$ cat config.mk
export PLATFORM = sky130hd
export DESIGN_NAME = io_in_event_ctrl
export DESIGN_NICKNAME = d
export VERILOG_FILES = /design/src/rtl/io_in_pkg.sv /design/src/rtl/io_evt_fifo.sv /design/src/rtl/io_in_event_ctrl.sv
export SDC_FILE = /design/constraint.sdc
export NUM_CORES = 1
export LEC_CHECK = 0
export CAP_MARGIN = 20
export CORE_ASPECT_RATIO = 1.25
export CORE_MARGIN = 5
export CORE_UTILIZATION = 30
export DETAILED_ROUTE_END_ITERATION = 8
export GPL_TIMING_DRIVEN = 0
export PLACE_DENSITY = 0.44
export SYNTH_ARGS = -nofsm -noshare
export SYNTH_HDL_FRONTEND = slang
export SYNTH_SLANG_ARGS = --single-unit
$ cat constraint.sdc
create_clock -name IQC -period 6.36 [get_ports IQC]
set_input_delay 1.59 -clock IQC [delete_from_list [all_inputs] [get_ports IQC]]
set_output_delay 1.59 -clock IQC [all_outputs]
set_load 0.02 [all_outputs]
$ cat src/rtl/io_in_pkg.sv
// Shared types and width helpers for the INPUT_IO event scanning controller.
package io_in_pkg;

  localparam int unsigned N_IO_DEF       = 8;
  localparam int unsigned DEBOUNCE_DEF   = 4;
  localparam int unsigned FIFO_DEPTH_DEF = 4;

  // The event idx field is sized for banks of up to 256 channels; the top trims it.
  localparam int unsigned EVT_IDX_W = 8;

  localparam int unsigned IDX_W_DEF = $clog2(N_IO_DEF);
  localparam int unsigned CNT_W_DEF = $clog2(DEBOUNCE_DEF + 1);
  localparam int unsigned PTR_W_DEF = $clog2(FIFO_DEPTH_DEF);

  function automatic int unsigned width_of(input int unsigned n);
    return (n < 2) ? 1 : $clog2(n);
  endfunction

  typedef struct packed {
    logic [EVT_IDX_W-1:0] idx;
    logic                 level;
  } io_evt_t;

endpackage

$ cat src/rtl/io_evt_fifo.sv
// Shift-style event FIFO: entry 0 is always the head, so head/valid/full come straight from flops.
module io_evt_fifo
  import io_in_pkg::*;
#(
  parameter int unsigned DEPTH = 4
) (
  input  logic    clk,
  input  logic    rst,
  input  logic    push,
  input  logic    pop,
  input  io_evt_t din,
  output io_evt_t head,
  output logic    valid,
  output logic    full
);

  logic [DEPTH-1:0] vld;
  logic [DEPTH-1:0] vld_nxt;
  io_evt_t          mem     [DEPTH];
  io_evt_t          mem_nxt [DEPTH];
  logic             placed;

  // Next-state: pop shifts everything down, then a push lands in the first free slot.
  always_comb begin
    vld_nxt = vld;
    placed  = 1'b0;
    for (int i = 0; i < DEPTH; i++) begin
      mem_nxt[i] = mem[i];
    end
    if (pop) begin
      for (int i = 0; i < DEPTH - 1; i++) begin
        mem_nxt[i] = mem[i + 1];
        vld_nxt[i] = vld[i + 1];
      end
      mem_nxt[DEPTH-1] = '0;
      vld_nxt[DEPTH-1] = 1'b0;
    end else begin
      vld_nxt = vld;
    end
    if (push) begin
      for (int i = 0; i < DEPTH; i++) begin
        if (!vld_nxt[i] && !placed) begin
          mem_nxt[i] = din;
          vld_nxt[i] = 1'b1;
          placed     = 1'b1;
        end else begin
          placed = placed;
        end
      end
    end else begin
      placed = 1'b0;
    end
  end

  // Storage and occupancy registers.
  always_ff @(posedge clk) begin
    if (rst) begin
      vld <= '0;
      for (int i = 0; i < DEPTH; i++) begin
        mem[i] <= '0;
      end
    end else begin
      vld <= vld_nxt;
      for (int i = 0; i < DEPTH; i++) begin
        mem[i] <= mem_nxt[i];
      end
    end
  end

  assign head  = mem[0];
  assign valid = vld[0];
  assign full  = vld[DEPTH-1];

endmodule

$ cat src/rtl/io_in_event_ctrl.sv
// Round-robin debounce scanner for a bank of INPUT_IO cells; reports level changes as {idx, level} events.
module io_in_event_ctrl
  import io_in_pkg::*;
#(
  parameter int unsigned N_IO       = 8,
  parameter int unsigned DEBOUNCE   = 4,
  parameter int unsigned FIFO_DEPTH = 4
) (
  input  logic                    IQC,
  input  logic                    QRT,
  input  logic [N_IO-1:0]         IQZ_in,
  input  logic                    en,
  output logic                    evt_valid,
  input  logic                    evt_ready,
  output logic [$clog2(N_IO)-1:0] evt_idx,
  output logic                    evt_level,
  output logic [N_IO-1:0]         stable,
  output logic                    stall_flag,
  input  logic                    stall_clr
);

  localparam int unsigned        IDX_W = $clog2(N_IO);
  localparam int unsigned        CNT_W = width_of(DEBOUNCE + 1);
  localparam logic [IDX_W-1:0]   LAST  = IDX_W'(N_IO - 1);
  localparam logic [CNT_W:0]     DEB   = (CNT_W + 1)'(DEBOUNCE);
  localparam logic [CNT_W-1:0]   SAT   = CNT_W'(DEBOUNCE - 1);

  logic [N_IO-1:0]  sync1;
  logic [N_IO-1:0]  sync2;
  logic [IDX_W-1:0] ptr;
  logic [CNT_W-1:0] cnt [N_IO];

  logic             cur_in;
  logic             cur_stable;
  logic [CNT_W-1:0] cur_cnt;
  logic [CNT_W-1:0] cnt_nxt;
  logic             pop;
  logic             can_push;
  logic             push;
  logic             stall_set;
  logic             fifo_full;
  io_evt_t          push_evt;
  io_evt_t          head;
  logic             unused_idx;

  // Shared datapath: evaluate the channel under the scan pointer.
  always_comb begin
    cur_in     = sync2[ptr];
    cur_stable = stable[ptr];
    cur_cnt    = cnt[ptr];
    pop        = evt_valid & evt_ready;
    can_push   = ~fifo_full | pop;
    cnt_nxt    = cur_cnt;
    push       = 1'b0;
    stall_set  = 1'b0;
    if (en) begin
      if (cur_in == cur_stable) begin
        cnt_nxt = '0;
      end else if (({1'b0, cur_cnt} + (CNT_W + 1)'(1)) < DEB) begin
        cnt_nxt = cur_cnt + CNT_W'(1);
      end else if (can_push) begin
        cnt_nxt = '0;
        push    = 1'b1;
      end else begin
        // Keep the count saturated so the accept is retried on the next visit.
        cnt_nxt   = SAT;
        stall_set = 1'b1;
      end
    end else begin
      cnt_nxt = cur_cnt;
    end
    push_evt.idx   = EVT_IDX_W'(ptr);
    push_evt.level = cur_in;
  end

  // Pad synchronizers.
  always_ff @(posedge IQC) begin
    if (QRT) begin
      sync1 <= '0;
      sync2 <= '0;
    end else begin
      sync1 <= IQZ_in;
      sync2 <= sync1;
    end
  end

  // Scan pointer, per-channel counters and debounced levels.
  always_ff @(posedge IQC) begin
    if (QRT) begin
      ptr    <= '0;
      stable <= '0;
      for (int i = 0; i < N_IO; i++) begin
        cnt[i] <= '0;
      end
    end else if (en) begin
      cnt[ptr] <= cnt_nxt;
      ptr      <= (ptr == LAST) ? '0 : ptr + IDX_W'(1);
      if (push) begin
        stable[ptr] <= cur_in;
      end
    end
  end

  // Sticky stall flag; a new stall beats a clear in the same cycle.
  always_ff @(posedge IQC) begin
    if (QRT) begin
      stall_flag <= 1'b0;
    end else if (stall_set) begin
      stall_flag <= 1'b1;
    end else if (stall_clr) begin
      stall_flag <= 1'b0;
    end
  end

  io_evt_fifo #(
    .DEPTH (FIFO_DEPTH)
  ) u_fifo (
    .clk   (IQC),
    .rst   (QRT),
    .push  (push),
    .pop   (pop),
    .din   (push_evt),
    .head  (head),
    .valid (evt_valid),
    .full  (fifo_full)
  );

  assign evt_idx    = head.idx[IDX_W-1:0];
  assign evt_level  = head.level;
  assign unused_idx = ^head.idx;

endmodule

==> results of run 1 <==
-- area by class of cell --
cell class              instances  share of cell area (%)
repair buffers                 24                    5.61
clock inverters                 6                    2.60
plain buffers                  25                    2.66
clock buffers                  10                    5.58
well taps                     138                    4.03
inverters                       4                   0.351
flip-flops and latches         75                    40.7
multi-input cells             229                    38.5
-- worst paths after layout --
| kind | depth (start not counted) | from | to | slack [ps] |
|---|---|---|---|---|
| max reg2reg | 8 | ptr[0]$_SDFFE_PP0P_ | cnt[0][0]$_SDFFCE_PN0P_ | 3340 |
| min reg2reg | 1 | sync1[7]$_SDFF_PP0_ | sync2[7]$_SDFF_PP0_ | 430 |
| min | 1 | sync1[7]$_SDFF_PP0_ | sync2[7]$_SDFF_PP0_ | 430 |
| max | 8 | evt_ready | u_fifo.mem[3][0]$_SDFF_PP0_ | 2480 |
-- flip-flops by register name, indices dropped and copies added (netlist names), named ones only --
name / count
cnt: 24
u_fifo.mem: 16
stable: 8
sync1: 8
sync2: 8
u_fifo.vld: 4
ptr: 3
stall_flag: 1
-- worst register-to-register path, stage by stage, from the launching register on --
cell and delay (ps):
dfxtp_1 400, clkbuf_1 340, nor3b_1 540, a22oi_1 130
nand2_1 190, xor2_1 350, buf_2 340, nand4_2 250
nor4_1 280
-- cells in the mapped netlist (2+ instances only) --
cell      count
nor4_1        3
clkbuf_1     18
mux2i_1      23
edfxtp_1     24
ha_1          3
a21o_1       12
nor2_1       23
mux2_2        8
a31oi_1       2
dfxtp_1      51
o21bai_1      4
nand3_1      14
o211ai_1      3
nor2b_1      17
nand4_1       4
mux4_2        5
nand2_1      21
o221ai_1      2
nor3_1       12
a21oi_1      12
buf_6         2
buf_2         3
inv_1         3
mux4_1        2
nor3b_1       2
nand4b_1      4
nand3b_1      6
nand4_2       2
nand2b_1     16
or3b_2        2
-- cell families after synthesis --
| logic type | after synthesis | synth area share (%) |
|---|---|---|
| adders and majority gates | 3 | 1.07 |
| xor gates and xnor gates | 2 | 0.502 |
| other | 1 | 0.107 |
| DFF | 75 | 49.9 |
| muxes | 39 | 14.3 |
| buffers and inverters | 29 | 3.69 |
| and+or+nand+nor | 135 | 21.8 |
| AOI/OAI and AO/OA | 42 | 8.64 |
-- metrics by stage --
stage	area, um2	setup slack, ps	hold WS [ps]	instances
after floorplan	3520	3010	414	333
after global placement	3930	2110	421	495
after detailed placement	3930	2130	423	495
after CTS	4280	2490	437	511
after global routing	4280	2310	455	511
final	4280	2480	434	511
-- per-layer routing --
metal	up-vias	share of wire, %
li1	1247	-
met1	1205	48
met2	44	49
met3	10	2.4
met4	0	1.3
met5	-	0
-- report_power, final --
part	switching (uW)	internal, uW
sequential	5.19	509
clock	200	395
combinational	57.3	38.0
==> impl_metrics.csv, run 1 <==
group,metric,value,unit
outcome,run_status,"complete, no violations",
sta,setup_viol,0,
clock_tree,clk_path_buf_depth,2,
routing,drt-pass1-iter-count,4,
layout,multi_input_area,1650,um2
critical_path,endpoint_kind,"flop",
floorplanning,start_util,30.4,%
synth,post_synth.cell_area_avg,10.7,um2
critical_path,critPathBufInv,2,
global_routing,met1_usage,16.4,%
critical_path,cp_cell_sequence,"clkdlybuf4s50_1 -> nand2_1 -> clkbuf_1 -> nand2_1 -> or3b_2 -> nor3_2 -> nand4_2 -> mux2i_1",
sta,rsz0062_at_grt,"false",
layout,layout.nets,384,
place,port_buffers,24,
clock_tree,cts_setup_buffers,0,
clock_tree,worstSkewPairLatency,340,ps
clock_tree,cts-root-buf,"clkbuf_16",
critical_path,crit_slowest_cell,"clkdlybuf4s50_1",
routing,drc_errors,0,
synth,synth_top_area_share,29.2,%
sta,hold_violations,0,
place,place_hpwl,6.13,mm
synth,synth_area_leader_cell,"dfxtp_1",
critical_path,cp_max_fo,10,
sta,finalCriticalPeriod,3880,ps
floorplanning,die_w,107,um
synth,synth.area.top_cells,"dfxtp_1 (29%), edfxtp_1 (21%), mux2i_1 (6.6%), mux4_2 (3.2%), nor2b_1 (3.0%)",
synth,syn_inst,326,
power,ir_worst_vdd,0.117,mV
critical_path,cp.arrival,4070,ps
sta,final_max_slew_viol_count,0,
layout,final_common_cell,"dfxtp_1",
synth,synth_edf_count,24,
routing,drt_iter0_drc,120,
sta,skew,6.22,ps
power,p_leak,0.00160,uW
layout,area_delta_synth_final,22.6,%
synth,yosys_warnings,0,
sta,setup-tns-final,0,ps
global_routing,grt_pass1_vias,2554,
floorplanning,die_area,13900,um2
routing,totalWireLength,8.38,mm
min_path,hp-class,"reg2reg",
floorplanning,core-area,11500,um2
routing,viasPerCell,4.90,
critical_path,max_stage_delay,560,ps
global_routing,track_usage,13.0,%
clock_tree,cts_tree,"yes",
synth,synth_cell_type_count,53,
global_routing,use_met3,2.51,%
job,max_cap_viol_count,0,
power,pwr_density_cell,281,nW/um2
synth,synth_ff_type,"dfxtp_1",
sta,clock.fmax,258,MHz
global_routing,grt_antenna_before_repair,0,
global_routing,grtUsageMet2,21.7,%
synth,ys_async_sr_fraction,0,%
synth,synth_seq_cells,75,
global_routing,grt_pass1_wl,13.9,mm
sta,tightest_slew,765,ps
clock_tree,cts_buffers,9,
routing,drtAntennaViolNets,0,
clock_tree,cts_resized,0,
critical_path,critPathMostFrequentCell,"nand2_1",
critical_path,required,6550,ps
clock_tree,clock_sinks,75,
critical_path,critPathLaunchType,"input port",
layout,final_layout_size_suffix_gt1_share,12.1,%
power,power,1200,uW
critical_path,crit_family,"simple AND/OR/NAND/NOR gates",
place,place.gp.congestion,0.782,
synth,seq_area_frac_synth,49.9,%
layout,num_antenna_cells,0,
floorplanning,die_h,131,um
synth,syn_area,3490,um2
sta,fin_crit_sh,61.0,%
layout,mostFrequentLayoutCells,"dfxtp_1 (51), edfxtp_1 (24), clkdlybuf4s50_1 (24), nor2_1 (23), mux2i_1 (23)",
clock_tree,htree_levels,3,
global_routing,grt_max_degree,14,
global_routing,globalRouteOverflowTotal,0,
floorplanning,ios,27,
layout,utilization,37.2,%
routing,vias,2506,
floorplanning,row_count,44,
layout,fill_cells,1169,
clock_tree,cts_hold_buf,0,
routing,avgRoutedWirePerCell,16.4,um
critical_path,critPathKind,"in2reg",
global_routing,top_usage_layer,"met2",
clock_tree,path_clk_slew,60,ps
layout,regArea,1740,um2
sta,maxSlewHeadroom,48.5,%
Power figures use the tool's default switching activity.
==> run 2, diff against run 1 <==
--- a/config.mk
+++ b/config.mk
@@ -11,7 +11,7 @@
 export CORE_UTILIZATION = 30
 export DETAILED_ROUTE_END_ITERATION = 8
 export GPL_TIMING_DRIVEN = 0
-export PLACE_DENSITY = 0.44
+export PLACE_DENSITY = 0.45
 export SYNTH_ARGS = -nofsm -noshare
 export SYNTH_HDL_FRONTEND = slang
 export SYNTH_SLANG_ARGS = --single-unit
==> constraint.sdc (replaced) <==
create_clock -name IQC -period 3.15 [get_ports IQC]
set_input_delay 0.7875 -clock IQC [delete_from_list [all_inputs] [get_ports IQC]]
set_output_delay 0.7875 -clock IQC [all_outputs]
set_load 0.02 [all_outputs]
==> run 2 against run 1 <==
Clock-buffer cell count is the same. Die area is the same. Global-route usage shrank 0.19 points. Via count is 0.84% lower. Critical path depth unchanged. Clock skew decreased by 0.90 ps. Routed wire length decreased by 1.5%. Register-to-register slack got worse by 3100 ps. Sequential share of layout area increased by 0.48 points. Critical path type unchanged. Sequential power increased by 100%.
==> impl_metrics.csv, run 2 (same netlist as run 1, synthesis figures left out) <==
group,metric,value,unit
layout,largest_register_ffs,24,
layout,mostFrequentLayoutCells,"dfxtp_1 (51), edfxtp_1 (24), clkdlybuf4s50_1 (24), nor2_1 (23), mux2i_1 (23)",
floorplanning,ios,27,
layout,largestRegisters,"cnt: 24 flops, u_fifo.mem: 16 flops",
power,ir_worst_vdd,0.259,mV
clock_tree,clk_path_buf_depth,2,
job,max_cap_viol_count,0,
global_routing,grt_pass1_wl,13.5,mm
global_routing,grtUsageMet2,21.9,%
place,place.gp.congestion,0.762,
place,port_buffers,24,
global_routing,globalRouteOverflowTotal,0,
clock_tree,cts-root-buf,"clkbuf_16",
critical_path,cp.arrival,3130,ps
routing,drtAntennaViolNets,0,
layout,area_delta_synth_final,21.2,%
layout,stdcell_count,511,
global_routing,use_met3,2.80,%
sta,clock.fmax,341,MHz
sta,tightest_slew,813,ps
global_routing,grt_max_degree,15,
clock_tree,htree_levels,3,
clock_tree,clock_sinks,75,
global_routing,grt_antenna_before_repair,0,
floorplanning,start_util,30.4,%
global_routing,track_usage,12.8,%
power,p_leak,0.00156,uW
global_routing,top_usage_layer,"met2",
sta,finalCriticalPeriod,2940,ps
layout,final_common_cell,"dfxtp_1",
floorplanning,row_count,44,
layout,num_antenna_cells,0,
critical_path,critPathBufInv,2,
floorplanning,die_w,107,um
layout,top_register,"cnt",
critical_path,startpoint,"evt_ready",
critical_path,critPathKind,"in2reg",
layout,layout.nets,384,
floorplanning,core-area,11500,um2
sta,final_max_slew_viol_count,0,
min_path,hp-class,"reg2reg",
sta,setup_viol,0,
place,placed_area,3930,um2
routing,drc_errors,0,
min_path,holdCritStartpoint,"sync1[2]$_SDFF_PP0_",
clock_tree,path_clk_slew,60,ps
place,place_hpwl,6.13,mm
critical_path,required,3350,ps
global_routing,grt_pass1_vias,2534,
power,pwr_density_cell,517,nW/um2
sta,fin_crit_sh,93.2,%
sta,maxSlewHeadroom,45.8,%
sta,skew,5.32,ps
sta,rsz0062_at_grt,"false",
routing,totalWireLength,8.25,mm
place,dp.cells,495,
sta,worst_hold_slack,436,ps
critical_path,crit_slowest_cell,"clkdlybuf4s50_1",
critical_path,critPathMostFrequentCell,"nand2_1",
layout,finish.instance_area,4230,um2
floorplanning,die_area,13900,um2
global_routing,met1_usage,15.4,%
critical_path,cp_max_fo,10,
critical_path,cp_cell_sequence,"clkdlybuf4s50_1 -> nand2_1 -> clkbuf_1 -> nand2_1 -> or3b_2 -> nor3_4 -> nand4_4 -> mux2i_1",
routing,viasPerCell,4.86,
critical_path,max_stage_delay,570,ps
critical_path,endpoint_kind,"flop",
floorplanning,die_h,131,um
routing,drt_iter0_drc,115,
clock_tree,cts_buffers,9,
routing,avgRoutedWirePerCell,16.1,um
sta,hold_violations,0,
critical_path,critPathLaunchType,"input port",
outcome,run_status,"complete, no violations",
layout,utilization,36.8,%
clock_tree,cts_tree,"yes",
layout,final_layout_size_suffix_gt1_share,12.3,%
critical_path,crit_family,"simple AND/OR/NAND/NOR gates",
routing,drt-pass1-iter-count,5,
routing,vias,2485,
sta,setup-tns-final,0,ps
clock_tree,worstSkewPairLatency,330,ps
run 2: changes by cell type in the layout (fill, tap and decap cells not counted), sizes merged:
cell      delta
bufinv       -3
clkinvlp     +3
run 2: worst paths after layout:
kind	slack, ps	endpoint	cells past startpoint
max reg2reg	240	u_fifo.mem[1][3]$_SDFF_PP0_	9
min reg2reg	440	sync2[2]$_SDFF_PP0_	1
min	440	sync2[2]$_SDFF_PP0_	1
max	210	u_fifo.mem[3][0]$_SDFF_PP0_	8
run 2: layout make-up:
class	count	area, um2
fill	1165	7270
clock inverter	6	51.3
tap	138	173
clock buffer	10	229
buffer	25	114
sequential	75	1740
timing repair buffer	24	240
multi-input combinational	229	1670
inverter	4	15.0
run 2: repair_timing:
action / 4_1_cts / 5_1_grt
setup endpoints to repair: 0 / 10
hold buffers: 0 / 0
gates resized for setup: 0 / 3
setup buffers: 0 / 0
endpoints found under the hold margin: 0 / 0
run 2: layer usage:
layer  vias to the layer above  share of wire (%)
met5                         -                  0
met4                         0                2.0
li1                       1256                  -
met3                        13                3.0
met1                      1170                 45
met2                        46                 50
run 2: power by group:
part	switching (uW)	leakage, uW	total (uW)	internal (uW)
Combinational	115	0.000771	192	77.0
Clock	416	0.000127	958	541
Sequential	10.4	0.000660	1040	1030
Total	542	0.00156	2190	1650
run 2: per-stage QoR:
stage | worst slack, ps | power, uW
6_report | 213 | 2190
4_1_cts | 53.8 | 2220
2_1_floorplan | 550 | 1190
5_1_grt | 10.2 | 2280
3_3_place_gp | -299 | 1250
3_5_place_dp | -307 | 1250
==> run 3, diff against run 2 <==
--- a/config.mk
+++ b/config.mk
@@ -7,7 +7,7 @@
 export LEC_CHECK = 0
 export CAP_MARGIN = 20
 export CORE_ASPECT_RATIO = 1.25
-export CORE_MARGIN = 5
+export CORE_MARGIN = 2
 export CORE_UTILIZATION = 30
 export DETAILED_ROUTE_END_ITERATION = 8
 export GPL_TIMING_DRIVEN = 0
==> run 3 against run 2 <==
Clock power rose by 5%. Worst setup slack got worse by 1.9 ps. Fmax about the same. Design area grew 0.30%. First-iteration DRC count grew 17%. Final cell count is the same. Non-clock buffer count unchanged. Register-to-register slack worse by 20 ps. Sequential share of layout area decreased by 0.12 points. Power is 2.1% higher. Combinational power hardly changed. Clock-buffer cell count down 1. Largest power group unchanged.
==> impl_metrics.csv, run 3 (same netlist as run 1, synthesis figures left out) <==
group,metric,value,unit
global_routing,grt_pass1_vias,2665,
layout,num_antenna_cells,0,
clock_tree,cts_setup_buffers,0,
global_routing,grt_pass1_wl,13.7,mm
critical_path,crit_family,"simple AND/OR/NAND/NOR gates",
critical_path,crit_slowest_cell,"clkdlybuf4s50_1",
routing,totalWireLength,8.17,mm
outcome,run_status,"complete, no violations",
sta,clock.fmax,340,MHz
routing,drt-pass1-iter-count,4,
critical_path,reg2reg_depth,10,
clock_tree,cts_buffers,9,
critical_path,critPathKind,"in2reg",
layout,largestRegisters,"cnt: 24 flops, u_fifo.mem: 16 flops",
clock_tree,worstSkewPairLatency,340,ps
place,dp.cells,495,
sta,maxSlewHeadroom,50.6,%
critical_path,cp.arrival,3140,ps
sta,tightest_slew,741,ps
job,max_cap_viol_count,0,
clock_tree,cts_resized,0,
global_routing,track_usage,14.4,%
layout,largest_register_ffs,24,
floorplanning,core-area,11500,um2
critical_path,max_stage_delay,570,ps
min_path,holdCritStartpoint,"sync1[7]$_SDFF_PP0_",
routing,viasPerCell,4.91,
place,place_hpwl,6.02,mm
floorplanning,start_util,30.4,%
critical_path,critPathLaunchType,"input port",
layout,final_common_cell,"dfxtp_1",
critical_path,critPathBufInv,2,
critical_path,critPathMostFrequentCell,"nand2_1",
global_routing,grt_max_degree,17,
global_routing,grt_antenna_before_repair,0,
floorplanning,die_area,12500,um2
clock_tree,cts-root-buf,"clkbuf_16",
floorplanning,ios,27,
routing,drc_errors,0,
routing,avgRoutedWirePerCell,16.0,um
clock_tree,path_clk_slew,60,ps
critical_path,required,3350,ps
sta,setup_viol,0,
layout,mostFrequentLayoutCells,"dfxtp_1 (51), edfxtp_1 (24), clkdlybuf4s50_1 (24), nor2_1 (23), mux2i_1 (23)",
floorplanning,die_w,101,um
power,p_leak,0.00157,uW
critical_path,r2r-end,"cnt[0][1]$_SDFFCE_PN0P_",
critical_path,endpoint_kind,"flop",
sta,skew,6.55,ps
clock_tree,htree_levels,3,
critical_path,cp_cell_sequence,"clkdlybuf4s50_1 -> nand2_1 -> clkbuf_1 -> nand2_1 -> or3b_2 -> nor3_4 -> nand4_4 -> mux2i_1",
place,place.gp.congestion,0.760,
floorplanning,die_h,125,um
layout,top_register,"cnt",
min_path,whs_path_depth,1,
critical_path,cp_max_fo,10,
layout,area_delta_synth_final,21.5,%
critical_path,startpoint,"evt_ready",
sta,final_max_slew_viol_count,0,
min_path,hp-class,"reg2reg",
critical_path,r2r_slack,220,ps
clock_tree,cts_tree,"yes",
min_path,whs_endpoint,"sync2[7]$_SDFF_PP0_",
clock_tree,clk_path_buf_depth,2,
routing,vias,2509,
sta,fin_crit_sh,93.3,%
layout,final_layout_size_suffix_gt1_share,12.6,%
routing,drt_iter0_drc,135,
sta,rsz0062_at_grt,"false",
global_routing,globalRouteOverflowTotal,0,
sta,hold_violations,0,
clock_tree,cts_hold_buf,0,
layout,stdcell_count,511,
place,placed_area,3930,um2
sta,finalCriticalPeriod,2940,ps
power,pwr_density_cell,526,nW/um2
clock_tree,clock_sinks,75,
floorplanning,row_count,44,
power,ir_worst_vdd,0.310,mV
layout,layout.nets,384,
routing,drtAntennaViolNets,0,
layout,finish.instance_area,4240,um2
place,port_buffers,24,
[run 3: cell types whose count changed in the layout (fill, tap and decap cells not counted)]
cell / delta
clkinvlp_4: -2
inv_8: -1
inv_6: +4
clkinv_8: +1
clkinv_4: -1
clkbuf_1: -1
[run 3: cell type report]
| cell class | count | area (um2) |
|---|---|---|
| buffer | 25 | 114 |
| clock buffer | 9 | 225 |
| clock inverter | 7 | 67.6 |
| fill | 1170 | 7260 |
| inverter | 4 | 15.0 |
| multi-input combinational | 229 | 1670 |
| sequential | 75 | 1740 |
| tap | 138 | 173 |
| timing repair buffer | 24 | 240 |
[run 3: where the power goes]
part,switching (uW),leakage (uW),internal [uW]
logic,115,0.000771,76.7
clock network,453,0.000140,552
registers,10.2,0.000660,1030
total,578,0.00157,1660
[run 3: worst max path at each step]
stage / end / slack [ps] / cells after the start
6_report: u_fifo.mem[3][0]$_SDFF_PP0_ / 210 / 8
5_1_grt: cnt[4][1]$_SDFFCE_PN0P_ / 10 / 10
4_1_cts: u_fifo.mem[3][0]$_SDFF_PP0_ / 40 / 8
3_5_place_dp: u_fifo.mem[3][0]$_SDFF_PP0_ / -320 / 8
3_3_place_gp: u_fifo.mem[3][0]$_SDFF_PP0_ / -310 / 8
2_1_floorplan: cnt[0][1]$_SDFFCE_PN0P_ / 550 / 10
[run 3: metrics by stage]
stage	util [%]	total power, uW	hold slack (ps)	worst slack, ps	setup TNS (ps)
6_report	36.9	2230	433	211	0
5_1_grt	36.9	2330	451	10.5	0
4_1_cts	36.7	2260	438	39.3	0
3_5_place_dp	34.2	1250	422	-318	-2070
3_3_place_gp	34.2	1250	417	-306	-2100
2_1_floorplan	-	1190	414	550	0
[run 3: layer usage]
metal	wire, um	vias to the layer above	global-route usage, %
li1	-	1250	-
met1	3670	1205	17.7
met2	4050	38	23.5
met3	267	16	3.70
met4	184	0	6.20
met5	0	-	0
